$ cat config.mk
export PLATFORM = sky130hd
export DESIGN_NAME = spi_slave_adc_flat
export DESIGN_NICKNAME = d
export VERILOG_FILES = /design/src/rtl/spi_adc_pkg.sv /design/src/rtl/spi_slave_adc_if.sv /design/src/rtl/spi_slave_adc_sync_edge.sv /design/src/rtl/spi_slave_adc.sv /design/src/flat_wrapper.sv
export SDC_FILE = /design/constraint.sdc
export NUM_CORES = 1
export LEC_CHECK = 0
export CORE_MARGIN = 1
export CORE_UTILIZATION = 49
export DETAILED_ROUTE_END_ITERATION = 8
export PLACE_DENSITY = 0.74
export SYNTH_ARGS = -nofsm -noshare
export SYNTH_HDL_FRONTEND = slang
export SYNTH_SLANG_ARGS = --single-unit
$ cat constraint.sdc
create_clock -name clk -period 1.95 [get_ports clk]
set_input_delay 0.39 -clock clk [delete_from_list [all_inputs] [get_ports clk]]
set_output_delay 0.39 -clock clk [all_outputs]
set_load 0.02 [all_outputs]
$ cat src/rtl/spi_adc_pkg.sv
// -----------------------------------------------------------------------------
// spi_adc_pkg
//   Shared definitions for the serial ADC pair (spi_master_adc / spi_slave_adc):
//   default frame geometry and the responder FSM state encoding.
// -----------------------------------------------------------------------------
package spi_adc_pkg;

  // Converter frame geometry: LEAD zeros, DATA bits MSB first, trailing zeros.
  localparam int DEF_LEAD_ZEROS = 3;
  localparam int DEF_DATA_BITS  = 8;
  localparam int DEF_FRAME_BITS = 16;

  typedef enum logic [1:0] {
    ST_IDLE   = 2'd0,
    ST_ACTIVE = 2'd1,
    ST_DONE   = 2'd2
  } adc_state_e;

endpackage : spi_adc_pkg

$ cat src/rtl/spi_slave_adc_if.sv
// -----------------------------------------------------------------------------
// spi_slave_adc_if
//   Three-wire serial ADC bus between spi_master_adc and the converter.
//   Signals:
//     sclk  - serial clock, driven by the master
//     cs_n  - chip select, active low, driven by the master
//     sdata - serial data, driven by the converter, MSB first
//   Modports: master (drives sclk/cs_n), slave (drives sdata).
// -----------------------------------------------------------------------------
interface spi_slave_adc_if;
  logic sclk;
  logic cs_n;
  logic sdata;

  modport master (output sclk, output cs_n, input  sdata);
  modport slave  (input  sclk, input  cs_n, output sdata);
endinterface : spi_slave_adc_if

$ cat src/rtl/spi_slave_adc_sync_edge.sv
// -----------------------------------------------------------------------------
// sync_edge
//   Two-flop synchronizer for one asynchronous input, followed by a third
//   register used for edge detection.
//   Ports:
//     clk, rst  - system clock, asynchronous active-high reset
//     async_i   - asynchronous input pin
//     level_o   - synchronized level
//     rise_o    - one-cycle pulse on a synchronized 0->1 transition
//     fall_o    - one-cycle pulse on a synchronized 1->0 transition
//   All three stages reset to RST_VAL so no edge is reported out of reset
//   while the pin sits at its idle level.
// -----------------------------------------------------------------------------
module sync_edge #(
  parameter logic RST_VAL = 1'b1
) (
  input  logic clk,
  input  logic rst,
  input  logic async_i,
  output logic level_o,
  output logic rise_o,
  output logic fall_o
);

  logic meta_q;
  logic sync_q;
  logic prev_q;

  // NOTE: sequential state uses non-blocking assignments so every flop samples
  // the pre-edge value of its neighbour; blocking here would collapse the chain.
  always_ff @(posedge clk or posedge rst) begin
    if (rst) begin
      meta_q <= RST_VAL;
      sync_q <= RST_VAL;
      prev_q <= RST_VAL;
    end else begin
      meta_q <= async_i;
      sync_q <= meta_q;
      prev_q <= sync_q;
    end
  end

  assign level_o = sync_q;
  assign rise_o  =  sync_q & ~prev_q;
  assign fall_o  = ~sync_q &  prev_q;

endmodule : sync_edge

$ cat src/rtl/spi_slave_adc.sv
// -----------------------------------------------------------------------------
// spi_slave_adc
//   Responder-side model of the 8-bit serial ADC read by spi_master_adc.
//   One sample is returned per chip-select frame as LEAD_ZEROS zeros, the
//   sample MSB first, then trailing zeros. sdata changes on falling sclk; the
//   master samples on rising sclk.
//   Ports:
//     clk, rst    - 50 MHz system clock, asynchronous active-high reset
//     spi         - slave modport of spi_slave_adc_if (sclk, cs_n in; sdata out)
//     sample_in   - value returned in the next frame, latched at frame start
//     busy        - high while a frame is active
//     frame_done  - one-cycle pulse at the end of every frame
//     frame_err   - sticky short-frame flag, cleared only by rst
//     frame_cnt   - count of good frames, wraps 255 -> 0
//   Build option:
//     SPI_ADC_RAMP_EN - ignore sample_in; return an internal ramp that starts
//                       at 0 and advances by one on every good frame.
//   All outputs are registered; pin-to-output latency is 3 clk cycles.
// -----------------------------------------------------------------------------
module spi_slave_adc
  import spi_adc_pkg::*;
#(
  parameter int LEAD_ZEROS = DEF_LEAD_ZEROS,
  parameter int DATA_BITS  = DEF_DATA_BITS,
  parameter int FRAME_BITS = DEF_FRAME_BITS
) (
  input  logic                 clk,
  input  logic                 rst,
  spi_slave_adc_if.slave       spi,
  input  logic [DATA_BITS-1:0] sample_in,
  output logic                 busy,
  output logic                 frame_done,
  output logic                 frame_err,
  output logic [7:0]           frame_cnt
);

  localparam int TRAIL_ZEROS = FRAME_BITS - LEAD_ZEROS - DATA_BITS;
  localparam int IDX_W       = $clog2(FRAME_BITS);
  localparam int CNT_W       = $clog2(FRAME_BITS + 1);

  localparam logic [IDX_W-1:0] IDX_MAX  = IDX_W'(FRAME_BITS - 1);
  localparam logic [CNT_W-1:0] FALL_MAX = CNT_W'(FRAME_BITS);
  // A frame whose final sclk fall races cs_n rising is still accepted.
  localparam logic [CNT_W-1:0] GOOD_MIN = CNT_W'(FRAME_BITS - 1);

  // Bit k of the frame: place the sample inside the zero-padded frame word,
  // then shift bit k up to the MSB position.
  function automatic logic frame_bit(input logic [DATA_BITS-1:0] s,
                                     input logic [IDX_W-1:0]     k);
    logic [FRAME_BITS-1:0] word;
    word = FRAME_BITS'(s) << TRAIL_ZEROS;
    word = word << k;
    return word[FRAME_BITS-1];
  endfunction

  // ---------------------------------------------------------------------------
  // Pin synchronizers
  // ---------------------------------------------------------------------------
  logic cs_lvl, cs_rise, cs_fall;
  logic sclk_lvl, sclk_rise, sclk_fall;

  sync_edge #(.RST_VAL(1'b1)) u_cs_sync (
    .clk     (clk),
    .rst     (rst),
    .async_i (spi.cs_n),
    .level_o (cs_lvl),
    .rise_o  (cs_rise),
    .fall_o  (cs_fall)
  );

  sync_edge #(.RST_VAL(1'b1)) u_sclk_sync (
    .clk     (clk),
    .rst     (rst),
    .async_i (spi.sclk),
    .level_o (sclk_lvl),
    .rise_o  (sclk_rise),
    .fall_o  (sclk_fall)
  );

  // The master samples on rising sclk; only falls matter here.
  logic unused_sclk;
  assign unused_sclk = sclk_lvl ^ sclk_rise;

  // ---------------------------------------------------------------------------
  // State
  // ---------------------------------------------------------------------------
  adc_state_e           state_q, state_d;
  logic [DATA_BITS-1:0] shreg_q, shreg_d;
  logic [IDX_W-1:0]     bit_idx_q, bit_idx_d;
  logic [CNT_W-1:0]     fall_cnt_q, fall_cnt_d;
  logic                 sdata_q, sdata_d;
  logic                 busy_q, busy_d;
  logic                 done_q, done_d;
  logic                 err_q, err_d;
  logic [7:0]           cnt_q, cnt_d;
  logic                 pend_q, pend_d;     // cs_fall seen while in DONE
  logic [1:0]           ready_q;            // sync chain refilled after reset
  logic                 armed_q;            // cs_n seen high since reset
  logic [IDX_W-1:0]     idx_next;
  logic [DATA_BITS-1:0] load_val;

`ifdef SPI_ADC_RAMP_EN
  logic [DATA_BITS-1:0] ramp_q, ramp_d;
  logic                 unused_sample;
  assign unused_sample = ^sample_in;
  assign load_val      = ramp_q;
`else
  assign load_val      = sample_in;
`endif

  // ---------------------------------------------------------------------------
  // Next-state logic
  // ---------------------------------------------------------------------------
  // NOTE: every signal gets a default before the case statement so no path
  // leaves a value unassigned, which would otherwise infer a latch.
  always_comb begin
    state_d    = state_q;
    shreg_d    = shreg_q;
    bit_idx_d  = bit_idx_q;
    fall_cnt_d = fall_cnt_q;
    sdata_d    = sdata_q;
    busy_d     = busy_q;
    done_d     = 1'b0;
    err_d      = err_q;
    cnt_d      = cnt_q;
    pend_d     = pend_q;
`ifdef SPI_ADC_RAMP_EN
    ramp_d     = ramp_q;
`endif
    idx_next   = (bit_idx_q == IDX_MAX) ? bit_idx_q : bit_idx_q + IDX_W'(1);

    unique case (state_q)
      ST_IDLE: begin
        // A falling cs_n that landed during DONE is honoured one cycle late.
        if (armed_q && (cs_fall || pend_q)) begin
          state_d    = ST_ACTIVE;
          shreg_d    = load_val;
          bit_idx_d  = '0;
          fall_cnt_d = '0;
          sdata_d    = frame_bit(load_val, '0);
          busy_d     = 1'b1;
          pend_d     = 1'b0;
        end
      end

      ST_ACTIVE: begin
        // cs_rise has priority: a coincident sclk fall is not counted.
        if (cs_rise) begin
          state_d = ST_DONE;
          done_d  = 1'b1;
          busy_d  = 1'b0;
          sdata_d = 1'b0;
          if (fall_cnt_q >= GOOD_MIN) begin
            cnt_d  = cnt_q + 8'd1;
`ifdef SPI_ADC_RAMP_EN
            ramp_d = ramp_q + DATA_BITS'(1);
`endif
          end else begin
            err_d = 1'b1;
          end
        end else if (sclk_fall) begin
          if (fall_cnt_q != FALL_MAX) fall_cnt_d = fall_cnt_q + CNT_W'(1);
          bit_idx_d = idx_next;
          sdata_d   = frame_bit(shreg_q, idx_next);
        end
      end

      ST_DONE: begin
        state_d = ST_IDLE;
        if (cs_fall) pend_d = 1'b1;
      end

      default: state_d = ST_IDLE;
    endcase
  end

  // ---------------------------------------------------------------------------
  // Registers
  // ---------------------------------------------------------------------------
  always_ff @(posedge clk or posedge rst) begin
    if (rst) begin
      state_q    <= ST_IDLE;
      shreg_q    <= '0;
      bit_idx_q  <= '0;
      fall_cnt_q <= '0;
      sdata_q    <= 1'b0;
      busy_q     <= 1'b0;
      done_q     <= 1'b0;
      err_q      <= 1'b0;
      cnt_q      <= '0;
      pend_q     <= 1'b0;
      ready_q    <= '0;
      armed_q    <= 1'b0;
`ifdef SPI_ADC_RAMP_EN
      ramp_q     <= '0;
`endif
    end else begin
      state_q    <= state_d;
      shreg_q    <= shreg_d;
      bit_idx_q  <= bit_idx_d;
      fall_cnt_q <= fall_cnt_d;
      sdata_q    <= sdata_d;
      busy_q     <= busy_d;
      done_q     <= done_d;
      err_q      <= err_d;
      cnt_q      <= cnt_d;
      pend_q     <= pend_d;
      // The synchronizer comes out of reset at "cs_n high"; only after it has
      // refilled from the pin can a high level be trusted. Arming on a real
      // high level stops a cs_n held low across reset from looking like a
      // fresh frame start.
      ready_q    <= {ready_q[0], 1'b1};
      armed_q    <= armed_q | (ready_q[1] & cs_lvl);
`ifdef SPI_ADC_RAMP_EN
      ramp_q     <= ramp_d;
`endif
    end
  end

  assign spi.sdata  = sdata_q;
  assign busy       = busy_q;
  assign frame_done = done_q;
  assign frame_err  = err_q;
  assign frame_cnt  = cnt_q;

endmodule : spi_slave_adc

$ cat src/flat_wrapper.sv
// flat-port wrapper written by rule: the top's interface ports become plain ports
module spi_slave_adc_flat import spi_adc_pkg::*;
#(
  parameter int LEAD_ZEROS = DEF_LEAD_ZEROS,
  parameter int DATA_BITS  = DEF_DATA_BITS,
  parameter int FRAME_BITS = DEF_FRAME_BITS
)
  (clk, rst, sample_in, busy, frame_done, frame_err, frame_cnt, spi_sclk, spi_cs_n, spi_sdata);
  spi_slave_adc_if spi_i ();
  input  logic clk;
  input  logic rst;
  input  logic [DATA_BITS-1:0] sample_in;
  output logic busy;
  output logic frame_done;
  output logic frame_err;
  output logic [7:0] frame_cnt;
  input wire logic [$bits(spi_i.sclk)-1:0] spi_sclk;
  input wire logic [$bits(spi_i.cs_n)-1:0] spi_cs_n;
  output wire logic [$bits(spi_i.sdata)-1:0] spi_sdata;
  assign spi_i.sclk = spi_sclk;
  assign spi_i.cs_n = spi_cs_n;
  assign spi_sdata = spi_i.sdata;
  spi_slave_adc #(.LEAD_ZEROS(LEAD_ZEROS), .DATA_BITS(DATA_BITS), .FRAME_BITS(FRAME_BITS)) u_core (.clk(clk), .rst(rst), .spi(spi_i), .sample_in(sample_in), .busy(busy), .frame_done(frame_done), .frame_err(frame_err), .frame_cnt(frame_cnt));
endmodule
==> reports/metrics.cfg, run 1 <==
[clocking]
clk_pin_slew_worst_paths_ns = 0.08
clock_sinks = 41
ctsRootBufferMaster = clkbuf_8
postCtsSetupRepairBufs = 0
htreeDepth = 2
cts_max_path_buffers = 2
post_cts_resized = 0
cts_tree = yes
clk_latency_ns = 0.29
cts_buffers = 5
holdBufCountCts = 0

[detailed_routing]
antenna_left = 0
wl_met2_um = 1790
firstDrtPassIters = 4
met1Wirelength_um = 1850
highest_layer = met4
vias = 1355
drtIter0Drc = 62
viasPerCell = 5.46
avgRoutedWirePerCell_um = 15.5
wl_um = 3840
met3_length_um = 147
post-route-drc-count = 0

[synth]
ys_seq_elements = 41
avgSynthCellArea_um2 = 11.9
synth_top_area_share_pct = 44.6
synth_most_common_cell = dfrtp_1
ys_seq_area_share_pct = 52.7
yosys-top-cells-area = dfrtp_1, dfstp_2, mux2_2, ha_1, nand2_1
ys.flop_type = dfrtp_1
yosys.area.top_type = dfrtp_1
yosys_warnings = 0
synthTopCellsByCount = dfrtp_1, nand2_1, inv_1, mux2_2
synth_cells = 165
synth-edff-count = 0
synth_nets = 182
syn_area_um2 = 1960
async_reset_ff_share_pct = 100
ys_types = 51

[die]
initial_core_util_pct = 52.4
io_pins = 24
chipHeight_um = 65.3
die_width_um = 65.3
rows = 22
dieArea_um2 = 4260
coreArea_um2 = 3740

[cells_and_area]
drive_gt1_share_pct = 25.0
num-nets-final = 216
n_fill_cell = 319
syn2layout_area_growth_pct = 22.4
diodes = 0

[timing]
finalCriticalPeriod_ns = 1.84
finClkSkew_ns = 0.00662
drv_slew = 0
rsz0062_at_grt = false
worst_slack_ns = 0.111
worst_pin_slew_ns = 0.512
final.setup.tns_ns = 0
hold_violations = 0
max_freq_mhz = 544
slew_headroom_pct = 65.9
fin_crit_sh_pct = 94.3
setup_viol = 0

[worst_hold_path]
hp-class = flip-flop to flip-flop

[power]
p_leak_nw = 1.08
power.density_nw_per_um2 = 1080
ir_drop_v = 0.000573

[grt]
grt_max_degree = 42
antenna_found_initial = 0
grt_pass1_wl_um = 6670
grt_pass1_vias = 1425
overflow = 0
grtUsageTotal_pct = 20.9

[worst_setup_path]
worstPathCellList = ha_2 -> and3_4 -> or4b_1 -> o2111ai_2 -> o311ai_1 -> a31o_1
path_delay_family = simple AND/OR/NAND/NOR gates
crit_slowest_cell = or4b_1
critPathMaxFanout = 4
end_kind = flip-flop
required_ns = 2.14
timing_worst_setup_path_type = flip-flop to flip-flop
cp-start-kind = flip-flop
critPathMaxStageDelay_ns = 0.49
path_buf_inv = 0
critPathArrivalTime_ns = 2.03

[place]
dp_slack_ns = 0.0517
port_buffers = 23
routabilityCongestion = 0.846
hpwlAfterDp_um = 2680

[outcome]
status = complete, no violations

[job]
drv_cap = 0

[worst register-to-register path: cells and delay by family, from the launching register on]
| family | cells | cell delay, ns |
|---|---|---|
| compound gates | 3 | 0.44 |
| fa+ha+maj | 1 | 0.21 |
| flops | 1 | 0.40 |
| simple gates | 2 | 0.68 |
[cell usage in the layout (no fill, tap or decap), types with 2 or more instances in the layout]
master / netlist / layout
mux2_2: 9 / 9
a31oi_1: 2 / 2
clkbuf_8: 0 / 5
and3_1: 2 / 2
nand2_1: 14 / 14
mux2_4: 2 / 2
o31ai_1: 2 / 2
nand4_1: 5 / 5
dfstp_2: 6 / 6
inv_1: 9 / 9
mux2i_1: 4 / 4
clkdlybuf4s50_1: 0 / 23
nand4bb_2: 2 / 2
nor2_1: 6 / 5
nand3_1: 5 / 5
a21oi_1: 4 / 4
nor2b_1: 5 / 5
o21ai_0: 3 / 3
dfrtp_1: 35 / 35
xnor2_1: 5 / 5
ha_1: 5 / 4
buf_4: 1 / 9
nand2b_1: 5 / 5
xor2_1: 3 / 3
[flip-flops by register name (all words and copies together) (netlist names), 2 cells and up]
| name | count |
|---|---|
| u_core.shreg_q | 8 |
| u_core.bit_idx_q | 4 |
| u_core.fall_cnt_q | 5 |
| u_core.frame_cnt | 8 |
| u_core.ready_q | 2 |
| u_core.state_q | 2 |
[power breakdown]
part	leakage, nW	switching [mW]	internal, mW	total, mW
sequential	0.510	0.125	1.02	1.14
combinational	0.516	0.374	0.400	0.774
clock	0.0543	0.300	0.383	0.683
total	1.08	0.799	1.80	2.60
[cell families after synthesis]
group,synth area share [%]
adders and majority gates,3.19
DFF,52.7
xor gates and xnor gates,3.57
AOI/OAI and AO/OA,10.3
and+or+nand+nor,16.5
other,0.191
muxes,9.31
buffers and inverters,4.27
[final cells by class]
class	count	area, um2	share of cell area [%]
flip-flops and latches	41	1030	43.0
multi-input cells	109	858	35.7
repair buffers	32	298	12.4
clock buffers	5	68.8	2.86
well taps	48	60.1	2.50
clock inverters	3	46.3	1.93
inverters	10	37.5	1.56
[layer usage]
| metal | global-route usage (%) | up-vias |
|---|---|---|
| met1 | 30.4 | 668 |
| met3 | 4.69 | 4 |
| li1 | - | 652 |
| met4 | 6.52 | 0 |
| met2 | 30.9 | 31 |
| met5 | 0 | - |
[metrics by stage]
step / util (%) / instances / total power, mW / hold slack (ns) / instance area [um2]
detailed placement: 60.7 / 240 / 1.91 / 0.347 / 2270
global placement: 60.7 / 240 / 1.88 / 0.336 / 2270
global route: 64.2 / 248 / 2.77 / 0.367 / 2400
CTS: 63.8 / 248 / 2.60 / 0.359 / 2390
floorplan: - / 165 / 1.67 / 0.331 / 1960
finish: 64.2 / 248 / 2.60 / 0.358 / 2400
[final timing paths]
kind                                                    from                             endpoint  slack (ns)  cells past startpoint
min                        u_core.u_cs_sync.meta_q$_DFF_PP1_   u_core.u_cs_sync.level_o$_DFF_PP1_        0.36                      0
max                          u_core.bit_idx_q[0]$_DFFE_PP0P_         u_core.spi.sdata$_DFFE_PP0P_        0.11                      6
max reg2reg                  u_core.bit_idx_q[0]$_DFFE_PP0P_         u_core.spi.sdata$_DFFE_PP0P_        0.11                      6
min reg2reg                u_core.u_cs_sync.meta_q$_DFF_PP1_   u_core.u_cs_sync.level_o$_DFF_PP1_        0.36                      0
min in group asynchronous                                rst              u_core.busy$_DFFE_PP0P_        0.52                      3
max in group asynchronous                                rst  u_core.u_sclk_sync.prev_q$_DFF_PP1_        1.06                      3
Note: power is estimated with default switching activity, not from simulation.
==> inputs of run 2 (changes only) <==
--- a/config.mk
+++ b/config.mk
@@ -5,8 +5,9 @@
 export SDC_FILE = /design/constraint.sdc
 export NUM_CORES = 1
 export LEC_CHECK = 0
-export CORE_MARGIN = 1
+export CORE_MARGIN = 2
 export CORE_UTILIZATION = 49
+export CTS_CLUSTER_DIAMETER = 120
 export DETAILED_ROUTE_END_ITERATION = 8
 export PLACE_DENSITY = 0.74
 export SYNTH_ARGS = -nofsm -noshare
==> reports/metrics.cfg, run 2 (synthesis gave the netlist of run 1 again) <==
[outcome]
status = complete, no violations  ; unchanged

[detailed_routing]
avgRoutedWirePerCell_um = 15.5  ; about the same
drtIter0Drc = 68  ; was 62
wl_um = 3880  ; was 3840 um
post-route-drc-count = 0  ; unchanged
vias = 1361  ; was 1355
antenna_left = 0  ; unchanged
viasPerCell = 5.44  ; was 5.46
firstDrtPassIters = 4  ; unchanged

[grt]
overflow = 0  ; unchanged
grt_max_degree = 42  ; unchanged
grt_pass1_wl_um = 6460  ; was 6670 um
grtUsageTotal_pct = 19.5  ; was 20.9%
grt_pass1_vias = 1372  ; was 1425
antenna_found_initial = 0  ; unchanged

[cells_and_area]
diodes = 0  ; unchanged
drive_gt1_share_pct = 25.2  ; was 25.0%
finalNonFillerCells = 250  ; was 248
layout_commonest_cell = dfrtp_1  ; unchanged
syn2layout_area_growth_pct = 22.3  ; was 22.4%
final_cell_mix = dfrtp_1, clkdlybuf4s50_1, nand2_1  ; unchanged
num-nets-final = 218  ; was 216
final_cell_area_um2 = 2400  ; about the same

[clocking]
clk_pin_slew_worst_paths_ns = 0.08  ; about the same
ctsRootBufferMaster = clkbuf_8  ; unchanged
cts_max_path_buffers = 2  ; unchanged
cts_buffers = 5  ; unchanged
clk_latency_ns = 0.30  ; was 0.29 ns
htreeDepth = 2  ; unchanged
cts_tree = yes  ; unchanged
holdBufCountCts = 0  ; unchanged
clock_sinks = 41  ; unchanged

[die]
rows = 22  ; unchanged
initial_core_util_pct = 52.4  ; unchanged
chipHeight_um = 67.3  ; was 65.3 um
coreArea_um2 = 3740  ; unchanged
io_pins = 24  ; unchanged
die_width_um = 67.3  ; was 65.3 um
dieArea_um2 = 4530  ; was 4260 um2

[timing]
finalCriticalPeriod_ns = 1.84  ; about the same
drv_slew = 0  ; unchanged
final.setup.tns_ns = 0  ; unchanged
holdWs_ns = 0.360  ; was 0.358 ns
max_freq_mhz = 544  ; about the same
fin_crit_sh_pct = 94.3  ; about the same
rsz0062_at_grt = false  ; unchanged
finClkSkew_ns = 0.00673  ; was 0.00662 ns
setup_viol = 0  ; unchanged
hold_violations = 0  ; unchanged

[worst_hold_path]
min_to = u_core.u_cs_sync.level_o$_DFF_PP1_  ; unchanged
whs_path_depth = 0  ; unchanged
hp-class = flip-flop to flip-flop  ; unchanged
hold_start = u_core.u_cs_sync.meta_q$_DFF_PP1_  ; unchanged

[power]
finalPower_mw = 2.45  ; was 2.60 mW
p_leak_nw = 1.08  ; about the same
power.density_nw_per_um2 = 1020  ; was 1080 nW/um2
ir_drop_v = 0.000684  ; was 0.000573 V

[place]
routabilityCongestion = 0.854  ; was 0.846
port_buffers = 23  ; unchanged
hpwlAfterDp_um = 2780  ; was 2680 um
dp_cells = 239  ; was 240
placed_area_um2 = 2280  ; was 2270 um2

[worst_setup_path]
ff2ff_setup_slack_ns = 0.11  ; about the same
startpoint = u_core.bit_idx_q[0]$_DFFE_PP0P_  ; unchanged
critPathArrivalTime_ns = 2.03  ; about the same
rr_startpoint = u_core.bit_idx_q[0]$_DFFE_PP0P_  ; unchanged
timing_worst_setup_path_type = flip-flop to flip-flop  ; unchanged
cp-start-kind = flip-flop  ; unchanged
end_kind = flip-flop  ; unchanged
required_ns = 2.14  ; about the same
reg2reg_depth = 6  ; unchanged
critPathMaxFanout = 4  ; unchanged
rr_endpoint = u_core.spi.sdata$_DFFE_PP0P_  ; unchanged

[job]
drv_cap = 0  ; unchanged

[run 2: changes by cell type in the layout (fill, tap and decap cells not counted), sizes merged]
cell and delta:
bufinv -1, buf +2, clkinvlp +2, clkinv -1
[run 2: stage by stage]
step / utilization (%) / worst slack (ns)
3_5_place_dp: 60.9 / 0.0770
4_1_cts: 63.3 / 0.0200
6_report: 64.1 / 0.111
2_1_floorplan: - / 0.0474
5_1_grt: 64.1 / 0.00587
3_3_place_gp: 60.9 / 0.128
[run 2: what timing repair did]
| action | CTS | global route |
|---|---|---|
| buffers inserted | 0 | 3 |
| endpoints found under the setup margin | 0 | 4 |
| resized for setup | 0 | 3 |
[run 2: worst max path at each step]
| stage | to | slack, ns |
|---|---|---|
| global placement | u_core.frame_cnt[7]$_DFFE_PP0P_ | 0.13 |
| finish | u_core.spi.sdata$_DFFE_PP0P_ | 0.11 |
| detailed placement | u_core.frame_cnt[7]$_DFFE_PP0P_ | 0.08 |
| CTS | u_core.frame_cnt[5]$_DFFE_PP0P_ | 0.02 |
| floorplan | u_core.spi.sdata$_DFFE_PP0P_ | 0.05 |
| global route | u_core.frame_cnt[5]$_DFFE_PP0P_ | 0.006 |
[run 2: metal layers]
layer,track usage [%],part of all wire [%],vias to the layer above
met3,4.67,4.8,6
met4,7.65,1.1,0
met1,24.8,44,658
met2,32.2,50,38
li1,-,-,659
met5,0,0,-
[run 2: final cells by class]
class | instances | area [um2]
flip-flops and latches | 41 | 1030
multi-input cells | 109 | 852
clock inverters | 3 | 22.5
inverters | 10 | 37.5
repair buffers | 34 | 325
clock buffers | 5 | 68.8
fillers | 304 | 1340
well taps | 48 | 60.1
[run 2: critical path: stages, from the launching register on]
cell and delay [ns]:
dfrtp_1 0.39, ha_2 0.21, and3_4 0.20, or4b_1 0.47, o2111ai_1 0.11, o311ai_1 0.13, a31o_1 0.23
[run 2: report_power, final]
part	total [mW]	internal (mW)	switching [mW]
registers	1.14	1.02	0.123
logic	0.762	0.397	0.365
clock network	0.549	0.251	0.298
